## config.mk

```make
export PLATFORM = sky130hd
export DESIGN_NAME = uart_framed
export DESIGN_NICKNAME = d
export VERILOG_FILES = /design/src/rtl/uart_pkg.sv /design/src/rtl/uart_sync_fifo.sv /design/src/rtl/uart_framed.sv
export SDC_FILE = /design/constraint.sdc
export NUM_CORES = 1
export LEC_CHECK = 0
export BUFFER_PORTS_ARGS = -buffer_cell sky130_fd_sc_hd__buf_2
export CAP_MARGIN = 20
export CORE_ASPECT_RATIO = 0.5
export CORE_MARGIN = 1
export CORE_UTILIZATION = 50
export DETAILED_ROUTE_END_ITERATION = 12
export GPL_TIMING_DRIVEN = 0
export PLACE_DENSITY = 0.65
export SLEW_MARGIN = 10
export SYNTH_ARGS = -nofsm -noshare
export SYNTH_HDL_FRONTEND = slang
export SYNTH_SLANG_ARGS = --single-unit
```

## constraint.sdc

```tcl
create_clock -name clk -period 7.13 [get_ports clk]
set_input_delay 0.713 -clock clk [delete_from_list [all_inputs] [get_ports clk]]
set_output_delay 0.713 -clock clk [all_outputs]
set_load 0.01 [all_outputs]
```

## src/rtl/uart_pkg.sv

```systemverilog
// -----------------------------------------------------------------------------
// uart_pkg
// Shared definitions for the framed UART: oversampling constants, parity mode
// encoding, TX/RX FSM state enums and a frame-length helper.
// -----------------------------------------------------------------------------
package uart_pkg;

    // Baud ticks per serial bit and the tick at which a start bit is re-checked.
    localparam int         OVERSAMPLE = 16;
    localparam logic [3:0] START_MID  = 4'd7;
    localparam logic [3:0] TICK_LAST  = 4'(OVERSAMPLE - 1);

    // cfg_parity encoding; both 00 and 11 mean "no parity bit".
    typedef enum logic [1:0] {
        PAR_NONE  = 2'b00,
        PAR_EVEN  = 2'b01,
        PAR_ODD   = 2'b10,
        PAR_NONE2 = 2'b11
    } parity_e;

    typedef enum logic [2:0] {
        TX_IDLE,
        TX_START,
        TX_DATA,
        TX_PARITY,
        TX_STOP
    } tx_state_e;

    typedef enum logic [2:0] {
        RX_IDLE,
        RX_START,
        RX_DATA,
        RX_PARITY,
        RX_STOP
    } rx_state_e;

    // Data bits per frame; anything outside 5..max_bits falls back to max_bits.
    function automatic logic [3:0] eff_bits(input logic [3:0] cfg,
                                            input logic [3:0] max_bits);
        return (cfg >= 4'd5 && cfg <= max_bits) ? cfg : max_bits;
    endfunction

    function automatic logic par_enabled(input logic [1:0] mode);
        return (parity_e'(mode) == PAR_EVEN) || (parity_e'(mode) == PAR_ODD);
    endfunction

    function automatic logic par_is_odd(input logic [1:0] mode);
        return parity_e'(mode) == PAR_ODD;
    endfunction

endpackage

```

## src/rtl/uart_sync_fifo.sv

```systemverilog
// -----------------------------------------------------------------------------
// uart_sync_fifo
// Single-clock first-word-fall-through FIFO used for both UART directions.
//   clk, reset_n : clock, asynchronous active-low reset
//   wr_i, wdata_i: push (ignored when full unless a pop happens in the same cycle)
//   rd_i         : pop  (ignored when empty)
//   rdata_o      : head entry, valid whenever empty_o = 0
//   full_o, empty_o, count_o : occupancy, registered (update after the access)
// DEPTH must be a power of two so the pointers wrap naturally.
// -----------------------------------------------------------------------------
module uart_sync_fifo #(
    parameter int WIDTH = 8,
    parameter int DEPTH = 16
) (
    input  logic                     clk,
    input  logic                     reset_n,
    input  logic                     wr_i,
    input  logic [WIDTH-1:0]         wdata_i,
    input  logic                     rd_i,
    output logic [WIDTH-1:0]         rdata_o,
    output logic                     full_o,
    output logic                     empty_o,
    output logic [$clog2(DEPTH):0]   count_o
);

    localparam int            AW         = $clog2(DEPTH);
    localparam logic [AW:0]   FULL_COUNT = (AW + 1)'(DEPTH);

    logic [WIDTH-1:0] mem_q [DEPTH];
    logic [AW-1:0]    wptr_q, rptr_q;
    logic [AW:0]      count_q;
    logic             do_wr, do_rd;

    assign empty_o = (count_q == '0);
    assign full_o  = (count_q == FULL_COUNT);
    assign count_o = count_q;
    assign rdata_o = mem_q[rptr_q];

    // A pop frees the head slot in the same cycle, so a full FIFO still
    // accepts a simultaneous push; an empty FIFO ignores the pop.
    assign do_rd = rd_i && !empty_o;
    assign do_wr = wr_i && (!full_o || do_rd);

    // NOTE: storage has no reset; the pointers and count define validity, and
    // leaving the array unreset lets it map onto plain RAM/register files.
    always_ff @(posedge clk) begin
        if (do_wr) begin
            mem_q[wptr_q] <= wdata_i;
        end
    end

    // NOTE: sequential state always uses non-blocking assignments so every
    // register samples pre-edge values regardless of block ordering.
    always_ff @(posedge clk or negedge reset_n) begin
        if (!reset_n) begin
            wptr_q  <= '0;
            rptr_q  <= '0;
            count_q <= '0;
        end else begin
            if (do_wr) wptr_q <= wptr_q + 1'b1;
            if (do_rd) rptr_q <= rptr_q + 1'b1;
            case ({do_wr, do_rd})
                2'b10:   count_q <= count_q + 1'b1;
                2'b01:   count_q <= count_q - 1'b1;
                default: count_q <= count_q;
            endcase
        end
    end

endmodule

```

## src/rtl/uart_framed.sv

```systemverilog
// -----------------------------------------------------------------------------
// uart_framed
// Full-duplex UART with run-time frame format (5..DATA_LENGTH data bits,
// none/even/odd parity, 1 or 2 stop bits), a shared 16x baud tick generator
// and TX/RX FIFOs. Received words carry their own parity/framing error bits.
//
// Ports
//   clk, reset_n        : clock, asynchronous active-low reset
//   rx / tx             : serial in (asynchronous) / serial out
//   dvsr, enable        : baud divisor (tick every dvsr+1 clk), tick enable
//   cfg_data_bits, cfg_parity, cfg_stop2 : frame format, latched per frame
//   wr_uart, tx_data    : push into TX FIFO
//   tx_full, tx_empty, tx_count, tx_busy : TX FIFO status, frame on the line
//   rd_uart             : pop RX FIFO head
//   rx_data, rx_perr, rx_ferr : RX head word and its error flags
//   rx_empty, rx_full, rx_count : RX FIFO status
//   rx_overrun, clr_overrun     : sticky dropped-frame flag and its clear
//
// Optional build macro UART_LOOPBACK_EN adds input 'loopback': when high the
// receiver listens to the internal TX stream and the tx pin idles at 1.
// -----------------------------------------------------------------------------
module uart_framed
    import uart_pkg::*;
#(
    parameter int DATA_LENGTH = 8,
    parameter int FIFO_DEPTH  = 16,
    parameter int DVSR_BITS   = 16
) (
    input  logic                          clk,
    input  logic                          reset_n,
    input  logic                          rx,
    output logic                          tx,
    input  logic [DVSR_BITS-1:0]          dvsr,
    input  logic                          enable,
    input  logic [3:0]                    cfg_data_bits,
    input  logic [1:0]                    cfg_parity,
    input  logic                          cfg_stop2,
    input  logic                          wr_uart,
    input  logic [DATA_LENGTH-1:0]        tx_data,
    output logic                          tx_full,
    output logic                          tx_empty,
    output logic                          tx_busy,
    output logic [$clog2(FIFO_DEPTH):0]   tx_count,
    input  logic                          rd_uart,
    output logic [DATA_LENGTH-1:0]        rx_data,
    output logic                          rx_perr,
    output logic                          rx_ferr,
    output logic                          rx_empty,
    output logic                          rx_full,
    output logic [$clog2(FIFO_DEPTH):0]   rx_count,
    output logic                          rx_overrun,
    input  logic                          clr_overrun
`ifdef UART_LOOPBACK_EN
    ,
    input  logic                          loopback
`endif
);

    localparam logic [3:0] MAX_BITS      = 4'(DATA_LENGTH);
    localparam logic [4:0] TX_BIT_LAST   = 5'(OVERSAMPLE - 1);
    localparam logic [4:0] TX_STOP2_LAST = 5'(2 * OVERSAMPLE - 1);

    // -------------------------------------------------------------------------
    // Baud tick generator. Counts down from dvsr to 0 and reloads on the tick,
    // so a new dvsr value is only picked up at the wrap.
    // -------------------------------------------------------------------------
    logic [DVSR_BITS-1:0] baud_cnt_q, baud_cnt_d;
    logic                 tick;

    assign tick = enable && (baud_cnt_q == '0);

    // NOTE: combinational blocks assign a default first so no path can leave
    // a variable unassigned and infer a latch.
    always_comb begin
        baud_cnt_d = baud_cnt_q;
        if (tick)        baud_cnt_d = dvsr;
        else if (enable) baud_cnt_d = baud_cnt_q - 1'b1;
    end

    always_ff @(posedge clk or negedge reset_n) begin
        if (!reset_n) baud_cnt_q <= '0;
        else          baud_cnt_q <= baud_cnt_d;
    end

    // -------------------------------------------------------------------------
    // Serial line routing
    // -------------------------------------------------------------------------
    logic [1:0] rx_sync_q;
    logic       rx_line;
    logic       tx_q;

`ifdef UART_LOOPBACK_EN
    assign rx_line = loopback ? tx_q : rx_sync_q[1];
    assign tx      = loopback ? 1'b1 : tx_q;
`else
    assign rx_line = rx_sync_q[1];
    assign tx      = tx_q;
`endif

    // -------------------------------------------------------------------------
    // TX FIFO and frame preparation
    // -------------------------------------------------------------------------
    logic [DATA_LENGTH-1:0] tx_head;
    logic                   tx_pop;
    logic [3:0]             tx_nbits_cfg;
    logic [DATA_LENGTH-1:0] tx_mask, tx_masked;
    logic                   tx_par_bit;

    uart_sync_fifo #(
        .WIDTH (DATA_LENGTH),
        .DEPTH (FIFO_DEPTH)
    ) u_tx_fifo (
        .clk     (clk),
        .reset_n (reset_n),
        .wr_i    (wr_uart),
        .wdata_i (tx_data),
        .rd_i    (tx_pop),
        .rdata_o (tx_head),
        .full_o  (tx_full),
        .empty_o (tx_empty),
        .count_o (tx_count)
    );

    assign tx_nbits_cfg = eff_bits(cfg_data_bits, MAX_BITS);

    // Bits above the configured length are dropped before shifting and before
    // the parity is formed.
    always_comb begin
        tx_mask = '0;
        for (int i = 0; i < DATA_LENGTH; i++) begin
            tx_mask[i] = (i < int'(tx_nbits_cfg));
        end
        tx_masked  = tx_head & tx_mask;
        tx_par_bit = (^tx_masked) ^ par_is_odd(cfg_parity);
    end

    // -------------------------------------------------------------------------
    // TX FSM
    // -------------------------------------------------------------------------
    tx_state_e              tx_state_q;
    logic [4:0]             tx_tick_q;
    logic [3:0]             tx_bit_q;
    logic [3:0]             tx_nbits_q;
    logic                   tx_par_en_q;
    logic                   tx_par_q;
    logic                   tx_stop2_q;
    logic [DATA_LENGTH-1:0] tx_shift_q;
    logic                   tx_busy_q;
    logic [4:0]             tx_stop_last;

    assign tx_stop_last = tx_stop2_q ? TX_STOP2_LAST : TX_BIT_LAST;
    assign tx_busy      = tx_busy_q;

    // A new frame starts from IDLE or straight out of the last stop tick, so
    // queued words go out back to back without an idle gap.
    assign tx_pop = tick && !tx_empty &&
                    ((tx_state_q == TX_IDLE) ||
                     (tx_state_q == TX_STOP && tx_tick_q == tx_stop_last));

    always_ff @(posedge clk or negedge reset_n) begin
        if (!reset_n) begin
            tx_state_q  <= TX_IDLE;
            tx_tick_q   <= '0;
            tx_bit_q    <= '0;
            tx_nbits_q  <= MAX_BITS;
            tx_par_en_q <= 1'b0;
            tx_par_q    <= 1'b0;
            tx_stop2_q  <= 1'b0;
            tx_shift_q  <= '0;
            tx_q        <= 1'b1;
            tx_busy_q   <= 1'b0;
        end else if (tx_pop) begin
            tx_state_q  <= TX_START;
            tx_tick_q   <= '0;
            tx_bit_q    <= '0;
            tx_nbits_q  <= tx_nbits_cfg;
            tx_par_en_q <= par_enabled(cfg_parity);
            tx_par_q    <= tx_par_bit;
            tx_stop2_q  <= cfg_stop2;
            tx_shift_q  <= tx_masked;
            tx_q        <= 1'b0;
            tx_busy_q   <= 1'b1;
        end else if (tick) begin
            case (tx_state_q)
                TX_IDLE: begin
                    tx_q <= 1'b1;
                end
                TX_START: begin
                    if (tx_tick_q == TX_BIT_LAST) begin
                        tx_tick_q  <= '0;
                        tx_state_q <= TX_DATA;
                        tx_q       <= tx_shift_q[0];
                    end else begin
                        tx_tick_q <= tx_tick_q + 1'b1;
                    end
                end
                TX_DATA: begin
                    if (tx_tick_q == TX_BIT_LAST) begin
                        tx_tick_q <= '0;
                        if (tx_bit_q == tx_nbits_q - 4'd1) begin
                            tx_state_q <= tx_par_en_q ? TX_PARITY : TX_STOP;
                            tx_q       <= tx_par_en_q ? tx_par_q : 1'b1;
                        end else begin
                            tx_bit_q   <= tx_bit_q + 1'b1;
                            tx_shift_q <= tx_shift_q >> 1;
                            tx_q       <= tx_shift_q[1];
                        end
                    end else begin
                        tx_tick_q <= tx_tick_q + 1'b1;
                    end
                end
                TX_PARITY: begin
                    if (tx_tick_q == TX_BIT_LAST) begin
                        tx_tick_q  <= '0;
                        tx_state_q <= TX_STOP;
                        tx_q       <= 1'b1;
                    end else begin
                        tx_tick_q <= tx_tick_q + 1'b1;
                    end
                end
                TX_STOP: begin
                    // The FIFO-empty case lands here; a pending word was
                    // already taken by the tx_pop branch above.
                    if (tx_tick_q == tx_stop_last) begin
                        tx_tick_q  <= '0;
                        tx_state_q <= TX_IDLE;
                        tx_busy_q  <= 1'b0;
                    end else begin
                        tx_tick_q <= tx_tick_q + 1'b1;
                    end
                end
                default: begin
                    tx_state_q <= TX_IDLE;
                    tx_q       <= 1'b1;
                    tx_busy_q  <= 1'b0;
                end
            endcase
        end
    end

    // -------------------------------------------------------------------------
    // RX input synchroniser and edge detection (line idles high)
    // -------------------------------------------------------------------------
    logic rx_prev_q;
    logic rx_fall;

    always_ff @(posedge clk or negedge reset_n) begin
        if (!reset_n) begin
            rx_sync_q <= 2'b11;
            rx_prev_q <= 1'b1;
        end else begin
            rx_sync_q <= {rx_sync_q[0], rx};
            rx_prev_q <= rx_line;
        end
    end

    assign rx_fall = rx_prev_q && !rx_line;

    // -------------------------------------------------------------------------
    // RX FSM
    // -------------------------------------------------------------------------
    rx_state_e              rx_state_q;
    logic [3:0]             rx_tick_q;
    logic [3:0]             rx_bit_q;
    logic [3:0]             rx_nbits_q;
    logic                   rx_par_en_q;
    logic                   rx_par_odd_q;
    logic [DATA_LENGTH-1:0] rx_data_q;
    logic                   rx_perr_q;
    logic                   rx_push;
    logic [DATA_LENGTH+1:0] rx_word;
    logic [DATA_LENGTH+1:0] rx_head;
    logic                   rx_overrun_q;

    // The word is written at the centre of the first stop bit; a low sample
    // there is a framing error.
    assign rx_push = tick && (rx_state_q == RX_STOP) && (rx_tick_q == TICK_LAST);
    assign rx_word = {~rx_line, rx_perr_q, rx_data_q};

    always_ff @(posedge clk or negedge reset_n) begin
        if (!reset_n) begin
            rx_state_q   <= RX_IDLE;
            rx_tick_q    <= '0;
            rx_bit_q     <= '0;
            rx_nbits_q   <= MAX_BITS;
            rx_par_en_q  <= 1'b0;
            rx_par_odd_q <= 1'b0;
            rx_data_q    <= '0;
            rx_perr_q    <= 1'b0;
        end else begin
            case (rx_state_q)
                RX_IDLE: begin
                    if (enable && rx_fall) begin
                        rx_state_q   <= RX_START;
                        rx_tick_q    <= '0;
                        rx_bit_q     <= '0;
                        rx_nbits_q   <= tx_nbits_cfg;
                        rx_par_en_q  <= par_enabled(cfg_parity);
                        rx_par_odd_q <= par_is_odd(cfg_parity);
                        rx_data_q    <= '0;
                        rx_perr_q    <= 1'b0;
                    end
                end
                RX_START: begin
                    if (tick) begin
                        if (rx_tick_q == START_MID) begin
                            // High at mid start bit: a glitch, not a frame.
                            rx_tick_q  <= '0;
                            rx_state_q <= rx_line ? RX_IDLE : RX_DATA;
                        end else begin
                            rx_tick_q <= rx_tick_q + 1'b1;
                        end
                    end
                end
                RX_DATA: begin
                    if (tick) begin
                        if (rx_tick_q == TICK_LAST) begin
                            rx_tick_q <= '0;
                            for (int i = 0; i < DATA_LENGTH; i++) begin
                                if (i == int'(rx_bit_q)) rx_data_q[i] <= rx_line;
                            end
                            if (rx_bit_q == rx_nbits_q - 4'd1) begin
                                rx_state_q <= rx_par_en_q ? RX_PARITY : RX_STOP;
                            end else begin
                                rx_bit_q <= rx_bit_q + 1'b1;
                            end
                        end else begin
                            rx_tick_q <= rx_tick_q + 1'b1;
                        end
                    end
                end
                RX_PARITY: begin
                    if (tick) begin
                        if (rx_tick_q == TICK_LAST) begin
                            rx_tick_q  <= '0;
                            rx_perr_q  <= rx_line ^ (^rx_data_q) ^ rx_par_odd_q;
                            rx_state_q <= RX_STOP;
                        end else begin
                            rx_tick_q <= rx_tick_q + 1'b1;
                        end
                    end
                end
                RX_STOP: begin
                    if (tick) begin
                        if (rx_tick_q == TICK_LAST) begin
                            rx_tick_q  <= '0;
                            rx_state_q <= RX_IDLE;
                        end else begin
                            rx_tick_q <= rx_tick_q + 1'b1;
                        end
                    end
                end
                default: rx_state_q <= RX_IDLE;
            endcase
        end
    end

    // Set has priority over a simultaneous clear so no drop goes unreported.
    always_ff @(posedge clk or negedge reset_n) begin
        if (!reset_n)                rx_overrun_q <= 1'b0;
        else if (rx_push && rx_full) rx_overrun_q <= 1'b1;
        else if (clr_overrun)        rx_overrun_q <= 1'b0;
    end

    assign rx_overrun = rx_overrun_q;

    uart_sync_fifo #(
        .WIDTH (DATA_LENGTH + 2),
        .DEPTH (FIFO_DEPTH)
    ) u_rx_fifo (
        .clk     (clk),
        .reset_n (reset_n),
        .wr_i    (rx_push),
        .wdata_i (rx_word),
        .rd_i    (rd_uart),
        .rdata_o (rx_head),
        .full_o  (rx_full),
        .empty_o (rx_empty),
        .count_o (rx_count)
    );

    assign rx_data = rx_head[DATA_LENGTH-1:0];
    assign rx_perr = rx_head[DATA_LENGTH];
    assign rx_ferr = rx_head[DATA_LENGTH+1];

endmodule

```

### Word-level counts from Yosys, hierarchy flattened

Memories as Yosys holds them, arrays and structs flattened.
Index checks and enable logic that the tools add are counted.

| word-level totals | value |
|---|---|
| memories kept | 2 |
| memory bits (writable) | 288 |
| output and inout port bits | 27 |
| input port bits | 38 |
| register bits after elaboration | 101 |

Memory list:

| name | depth | width | rd ports | clocked after Yosys merged registers in | write ports | line | source |
|---|---|---|---|---|---|---|---|
| u_rx_fifo.mem_q | 16 | 10 | 1 | 0 | 1 | uart_sync_fifo.sv:29 | `logic [WIDTH-1:0] mem_q [DEPTH];` |
| u_tx_fifo.mem_q | 16 | 8 | 1 | 0 | 1 | uart_sync_fifo.sv:29 |  |

| operators by class | value |
|---|---|
| bitwise gates (word level) | 5 |
| reduce and logical (&&, ||, !) cells | 63 |
| $lt $le $gt $ge | 10 |
| add/sub/neg operators | 15 |
| eq/ne operators | 58 |
| multiplexer cells | 87 |

Operator list:

| cell | number |
|---|---|
| $mux 8 | 8 |
| $mux 3 | 19 |
| $mux 4 | 14 |
| $reduce_and 5->1 | 10 |
| $ne 2x2->1 const B | 18 |
| $mux 16 | 2 |
| $pmux 3 s5 | 2 |
| $pmux 5 s2 | 3 |
| $add 4x1->4 const B | 7 |
| $mux 1 | 27 |
| $mux 5 | 5 |
| $reduce_bool 2->1 | 9 |
| $eq 4x4->1 const A | 4 |
| $logic_not 16->1 | 1 |
| $lt 3x4->1 const A | 4 |
| $pmux 8 s2 | 1 |
| $reduce_xor 8->1 | 2 |
| $sub 16x1->16 const B | 1 |
| $add 5x1->5 const B | 3 |
| $logic_and 1x1->1 | 14 |
| $eq 3x2->1 const B | 4 |
| $ne 2x1->1 const B | 6 |
| $ne 3x2->1 const B | 4 |
| $pmux 4 s3 | 1 |
| 39 further kinds | 69 |

### Depth between registers and ports, before layout

| depth | value |
|---|---|
| word-level depth | 10 |
| depth in mapped cells | 17 |

### Cells and area by module

From an unflattened synthesis, not the netlist that was laid out.

| unflattened totals | value |
|---|---|
| cell total of the unflattened synthesis | 1140 |
| area total of the unflattened synthesis | 17359.1 um^2 |

Modules (own cells, without submodules):

| module | area an instance (um^2) | times used | cells an instance | sequential area each (um^2) |
|---|---|---|---|---|
| uart_sync_fifo at u_rx_fifo | 6961.7 | 1 | 349 | 5129.9 |
| uart_sync_fifo at u_tx_fifo | 5952.0 | 1 | 292 | 4169.0 |
| uart_framed | 4445.5 | 1 | 499 | 1884.3 |

### Least setup slack after synthesis

No wires, ideal clock.

| timing | value |
|---|---|
| path type | input port to flip-flop |
| start point | in enable |
| end point | reg u_tx_fifo.count_q[4] (netlist: u_tx_fifo.count_o[4]) |
| required time | 7.000 ns |
| cell stages on the path | 16 |
| data arrival time | 3.618 ns |
| library setup time | 0.130 ns |
| setup slack | 3.383 ns |
| buffers on the path | 2 |
| path through | clkbuf_1 -> nand2_1 -> nor4_1 -> nand2_1 -> or2_2 -> buf_2 -> a21boi_4 -> inv_1 -> ha_1 -> xor2_1 -> ha_1 -> a21oi_1 -> mux2i_1 -> a22oi_1 -> nor2_1 -> xor2_1 |

| between the ends | value |
|---|---|
| word-level cells in the longest chain between the ends | 8 |
| elaborated cells on any way between the ends | 10 |
| those cells by class | eq/ne (2); mux (1); reduce/logical (7) |

Ends and longest elaborated chain:

| item | line | source |
|---|---|---|
| from (decl) | uart_framed.sv:34 | `input logic enable,` |
| $logic_and 1x1->1 * | uart_framed.sv:70 | `assign tick = enable && (baud_cnt_q == '0);` |
| $logic_and 1x1->1 * (2 in series) | uart_framed.sv:156 | `assign tx_pop = tick && !tx_empty &&` |
| $logic_and 1x1->1 * | uart_sync_fifo.sv:41 | `assign do_rd = rd_i && !empty_o;` |
| $logic_or 1x1->1 | uart_sync_fifo.sv:42 | `assign do_wr = wr_i && (!full_o \|\| do_rd);` |
| $logic_and 1x1->1 | uart_sync_fifo.sv:42 |  |
| $eq 2x1->1 or $eq 2x2->1 (tied branches) | uart_sync_fifo.sv:62 | `case ({do_wr, do_rd})` |
| $pmux 5 s2 or $reduce_bool 2->1 (tied branches) | -- |  |
| to (signal assigned) | uart_sync_fifo.sv:63 | `2'b10: count_q <= count_q + 1'b1;` |
| to (signal assigned) | uart_sync_fifo.sv:64 | `2'b01: count_q <= count_q - 1'b1;` |
| to (signal assigned) | uart_sync_fifo.sv:65 | `default: count_q <= count_q;` |
| to (decl) | uart_sync_fifo.sv:31 | `logic [AW:0] count_q;` |

Every way passes the cells marked *; elsewhere a longest branch is shown, timed or not.
A chain may end at the register's enable or synchronous reset.

### Worst setup path in the final report

| timing | value |
|---|---|
| start point | reg baud_cnt_q[0] |
| end point | reg u_tx_fifo.count_q[4] (netlist: u_tx_fifo.count_o[4]) |

| between the ends | value |
|---|---|
| word-level cells in the longest chain between the ends | 9 |
| elaborated cells on any way between the ends | 11 |
| those cells by class | eq/ne (2); mux (1); reduce/logical (8) |

Ends and longest elaborated chain:

| item | line | source |
|---|---|---|
| from (decl) | uart_framed.sv:67 | `logic [DVSR_BITS-1:0] baud_cnt_q, baud_cnt_d;` |
| from (signal assigned) | uart_framed.sv:82 | `else baud_cnt_q <= baud_cnt_d;` |
| $logic_not 16->1 * | uart_framed.sv:70 |  |
| $logic_and 1x1->1 * | uart_framed.sv:70 |  |
| $logic_and 1x1->1 * (2 in series) | uart_framed.sv:156 |  |
| $logic_and 1x1->1 * | uart_sync_fifo.sv:41 |  |
| $logic_or 1x1->1 | uart_sync_fifo.sv:42 |  |
| $logic_and 1x1->1 | uart_sync_fifo.sv:42 |  |
| $eq 2x1->1 or $eq 2x2->1 (tied branches) | uart_sync_fifo.sv:62 |  |
| $pmux 5 s2 or $reduce_bool 2->1 (tied branches) | -- |  |

Marks and branches as above.

==> flow_metrics.py <==
metrics = {
    "power_and_ir_drop": {
        "seq_power_share_pct": 47.9,
        "power_leakage_nw": 7.24,
        "p_per_area_mw_per_mm2": 302,
        "max-vdd-ir-drop_mv": 0.150,
        "share_comb_of_total_power_pct": 18.7,
        "power_frac_clock_pct": 33.4,
        "cell_internal_pwr_mw": 4.15,
        "p_sw_share_pct": 27.7,
        "p_sw_mw": 1.59,
    },
    "route": {
        "ant_nets": 0,
        "drcViolationCount": 0,
        "totalWireLength_um": 35700,
        "avgViaCountPerCell": 5.78,
        "drt_iter0_markers": 893,
        "drtPass1Iterations": 5,
        "wl_per_cell_um": 21.2,
        "num_vias": 9692,
    },
    "yosys": {
        "synth_top_area_share_pct": 51.0,
        "synthTopCellsByArea": "edfxtp_1, dfrtp_1, mux4_2",
        "synth-seq-cells": 389,
        "synth_top_area_cell": "edfxtp_1",
        "ys_seq_area_share_pct": 65.9,
        "yosysMostFrequentCell": "edfxtp_1",
        "syn-instance-count": 1110,
        "synth.cell_area_mm2": 0.0170,
        "synthTopCellsByCount": "edfxtp_1, dfrtp_1, nand2_1, mux4_2, nor2_1",
        "synthArstFlopShare_pct": 26.0,
        "synth_flop_cell": "edfxtp_1",
        "synth.distinct_cells": 69,
        "syn_area_per_cell_um2": 15.3,
        "synth-edff-count": 288,
        "synth_warnings": 0,
        "mappedNetlistNets": 1179,
    },
    "die": {
        "ios": 65,
        "die_h_um": 132,
        "coreArea_mm2": 0.0332,
        "initial_core_util_pct": 51.1,
        "die_area_mm2": 0.0347,
        "die_x_um": 263,
        "std_cell_rows": 47,
    },
    "worst_setup_path": {
        "crit_path_end_kind": "flop",
        "worstSetupPathType": "flop to flop",
        "crit_fanout": 8,
        "crit_arrival_ns": 4.64,
        "reg2regPathDepth": 17,
        "timing.rr.start": "baud_cnt_q[0]",
        "start_kind": "flop",
        "critical_path_required_ns": 7.54,
        "reg2reg_to": "u_tx_fifo.count_o[4]",
        "rrSetupSlack_ns": 2.90,
    },
    "global_route": {
        "grt_max_degree": 86,
        "grt_pass1_wl_um": 56300,
        "grt_overflow": 0,
        "antenna_found_initial": 1,
        "grt_pass1_vias": 9823,
        "track_usage_pct": 21.0,
    },
    "sta": {
        "rsz0062_at_grt": "no",
        "setup_violations": 0,
        "final.setup.tns_ns": 0,
        "final_max_slew_viol_count": 0,
        "worst_slew_pin_slew_ns": 1.00,
        "clock.fmax_mhz": 236,
        "skew_ns": 0.0131,
        "hold_viol": 0,
        "period_share_pct": 59.4,
        "slew_headroom_pct": 33.3,
        "fin_crit_ns": 4.23,
    },
    "clocking": {
        "hold_buffers": 0,
        "clock_latency_ns": 0.53,
        "cts-root-buf": "clkbuf_16",
        "cts_setup_buffers": 0,
        "cts_tree": "yes",
        "cts_max_path_buffers": 3,
        "clkSinkCount": 389,
        "cts_made_buffers": 35,
        "post_cts_resized": 0,
        "htree_levels": 2,
        "clk_pin_slew_ns": 0.07,
    },
    "cells_and_area": {
        "area_delta_synth_final_pct": 12.0,
        "finalCoreUtilization_pct": 57.2,
        "drive_gt1_share_pct": 18.8,
        "antenna_cells": 0,
        "nets": 1281,
        "final_area_mm2": 0.0190,
    },
    "place": {
        "routabilityCongestion": 0.838,
        "io_buffer_count": 63,
        "placement.cell_area_mm2": 0.0179,
        "dp_hpwl_um": 23100,
    },
    "run_status": {
        "outcome": "complete, no violations",
    },
    "worst_hold_path": {
        "hp-class": "primary input to async pin",
    },
    "run": {
        "max-cap-violations": 0,
    },
}
[flip-flops by register name, indices dropped and copies added, names as in the netlist, 5 cells and up]
signal             cells
baud_cnt_q            16
tx_shift_q             8
u_tx_fifo.mem_q      128
u_rx_fifo.count_o      5
u_tx_fifo.count_o      5
tx_tick_q              5
rx_data_q              8
u_rx_fifo.mem_q      160
[placed cells by master (no fill, tap or decap), types with 12 or more instances in the layout]
cell type	instances
a21oi_1	48
and2_1	25
and3_1	12
buf_2	67
clkbuf_1	37
clkbuf_16	35
dfrtp_1	95
edfxtp_1	288
ha_1	30
inv_1	42
mux2_2	12
mux2i_1	12
mux4_2	75
nand2_1	88
nand3_1	19
nor2_1	53
nor3_1	19
o21ai_0	52
xnor2_1	35
xor2_1	18
[stage by stage]
step | worst slack, ns | hold WS [ns] | cells | total power [mW]
floorplan | 3.38 | 0.345 | 1110 | 3.54
global placement | 2.62 | 0.347 | 1614 | 3.83
detailed placement | 2.59 | 0.347 | 1615 | 3.88
CTS | 2.98 | 0.00891 | 1677 | 5.80
global route | 2.66 | 0.0176 | 1678 | 6.01
finish | 2.90 | 0.0264 | 1678 | 5.74
[area by class of cell]
type,instances,area [um^2]
fill,2508,14200
buffer,47,201
timing repair buffer,65,354
clock buffer,42,902
tap,441,552
inverter,42,158
clock inverter,20,234
multi-input combinational,632,5430
sequential,389,11200
[power groups by stage]
stage	clock, mW	sequential (mW)	combinational (mW)
detailed placement	0	2.79	1.09
global route	2.04	2.77	1.19
CTS	1.96	2.75	1.09
finish	1.92	2.75	1.07
global placement	0	2.78	1.05
floorplan	0	2.77	0.767
[kinds of logic after synthesis]
logic type,synth area share (%)
buffers and inverters,2.12
xor gates and xnor gates,3.10
AOI/OAI and AO/OA,5.84
DFF,65.9
adders and majority gates,2.39
and+or+nand+nor,8.02
muxes,12.6
[worst max-delay path, cell delays in order (launching register included)]
cell and delay (ns):
dfrtp_1 0.39, inv_1 0.16, ha_1 0.17, nand2_1 0.06
nor4_1 0.67, nand2_1 0.42, or2_2 0.39, buf_2 0.19
a21boi_4 0.26, inv_1 0.15, ha_1 0.27, xor2_1 0.16
ha_1 0.22, a21oi_1 0.15, mux2i_1 0.09, a22oi_1 0.15
nor2_1 0.07, xor2_1 0.14
[how the worst max path moves through the flow]
stage | start | to
finish | baud_cnt_q[0] | u_tx_fifo.count_o[4]
CTS | baud_cnt_q[0] | u_tx_fifo.count_o[4]
floorplan | enable | u_tx_fifo.count_o[4]
global route | baud_cnt_q[0] | u_tx_fifo.count_o[4]
global placement | enable | u_tx_fifo.count_o[4]
detailed placement | enable | u_tx_fifo.count_o[4]
[layer usage]
layer	wire (um)	vias up	track usage [%]
met2	17700	219	35.9
li1	-	4447	-
met1	15800	4977	28.5
met5	10	-	0
met3	1590	47	3.90
met4	507	2	4.28
Power figures use the tool's default switching activity.
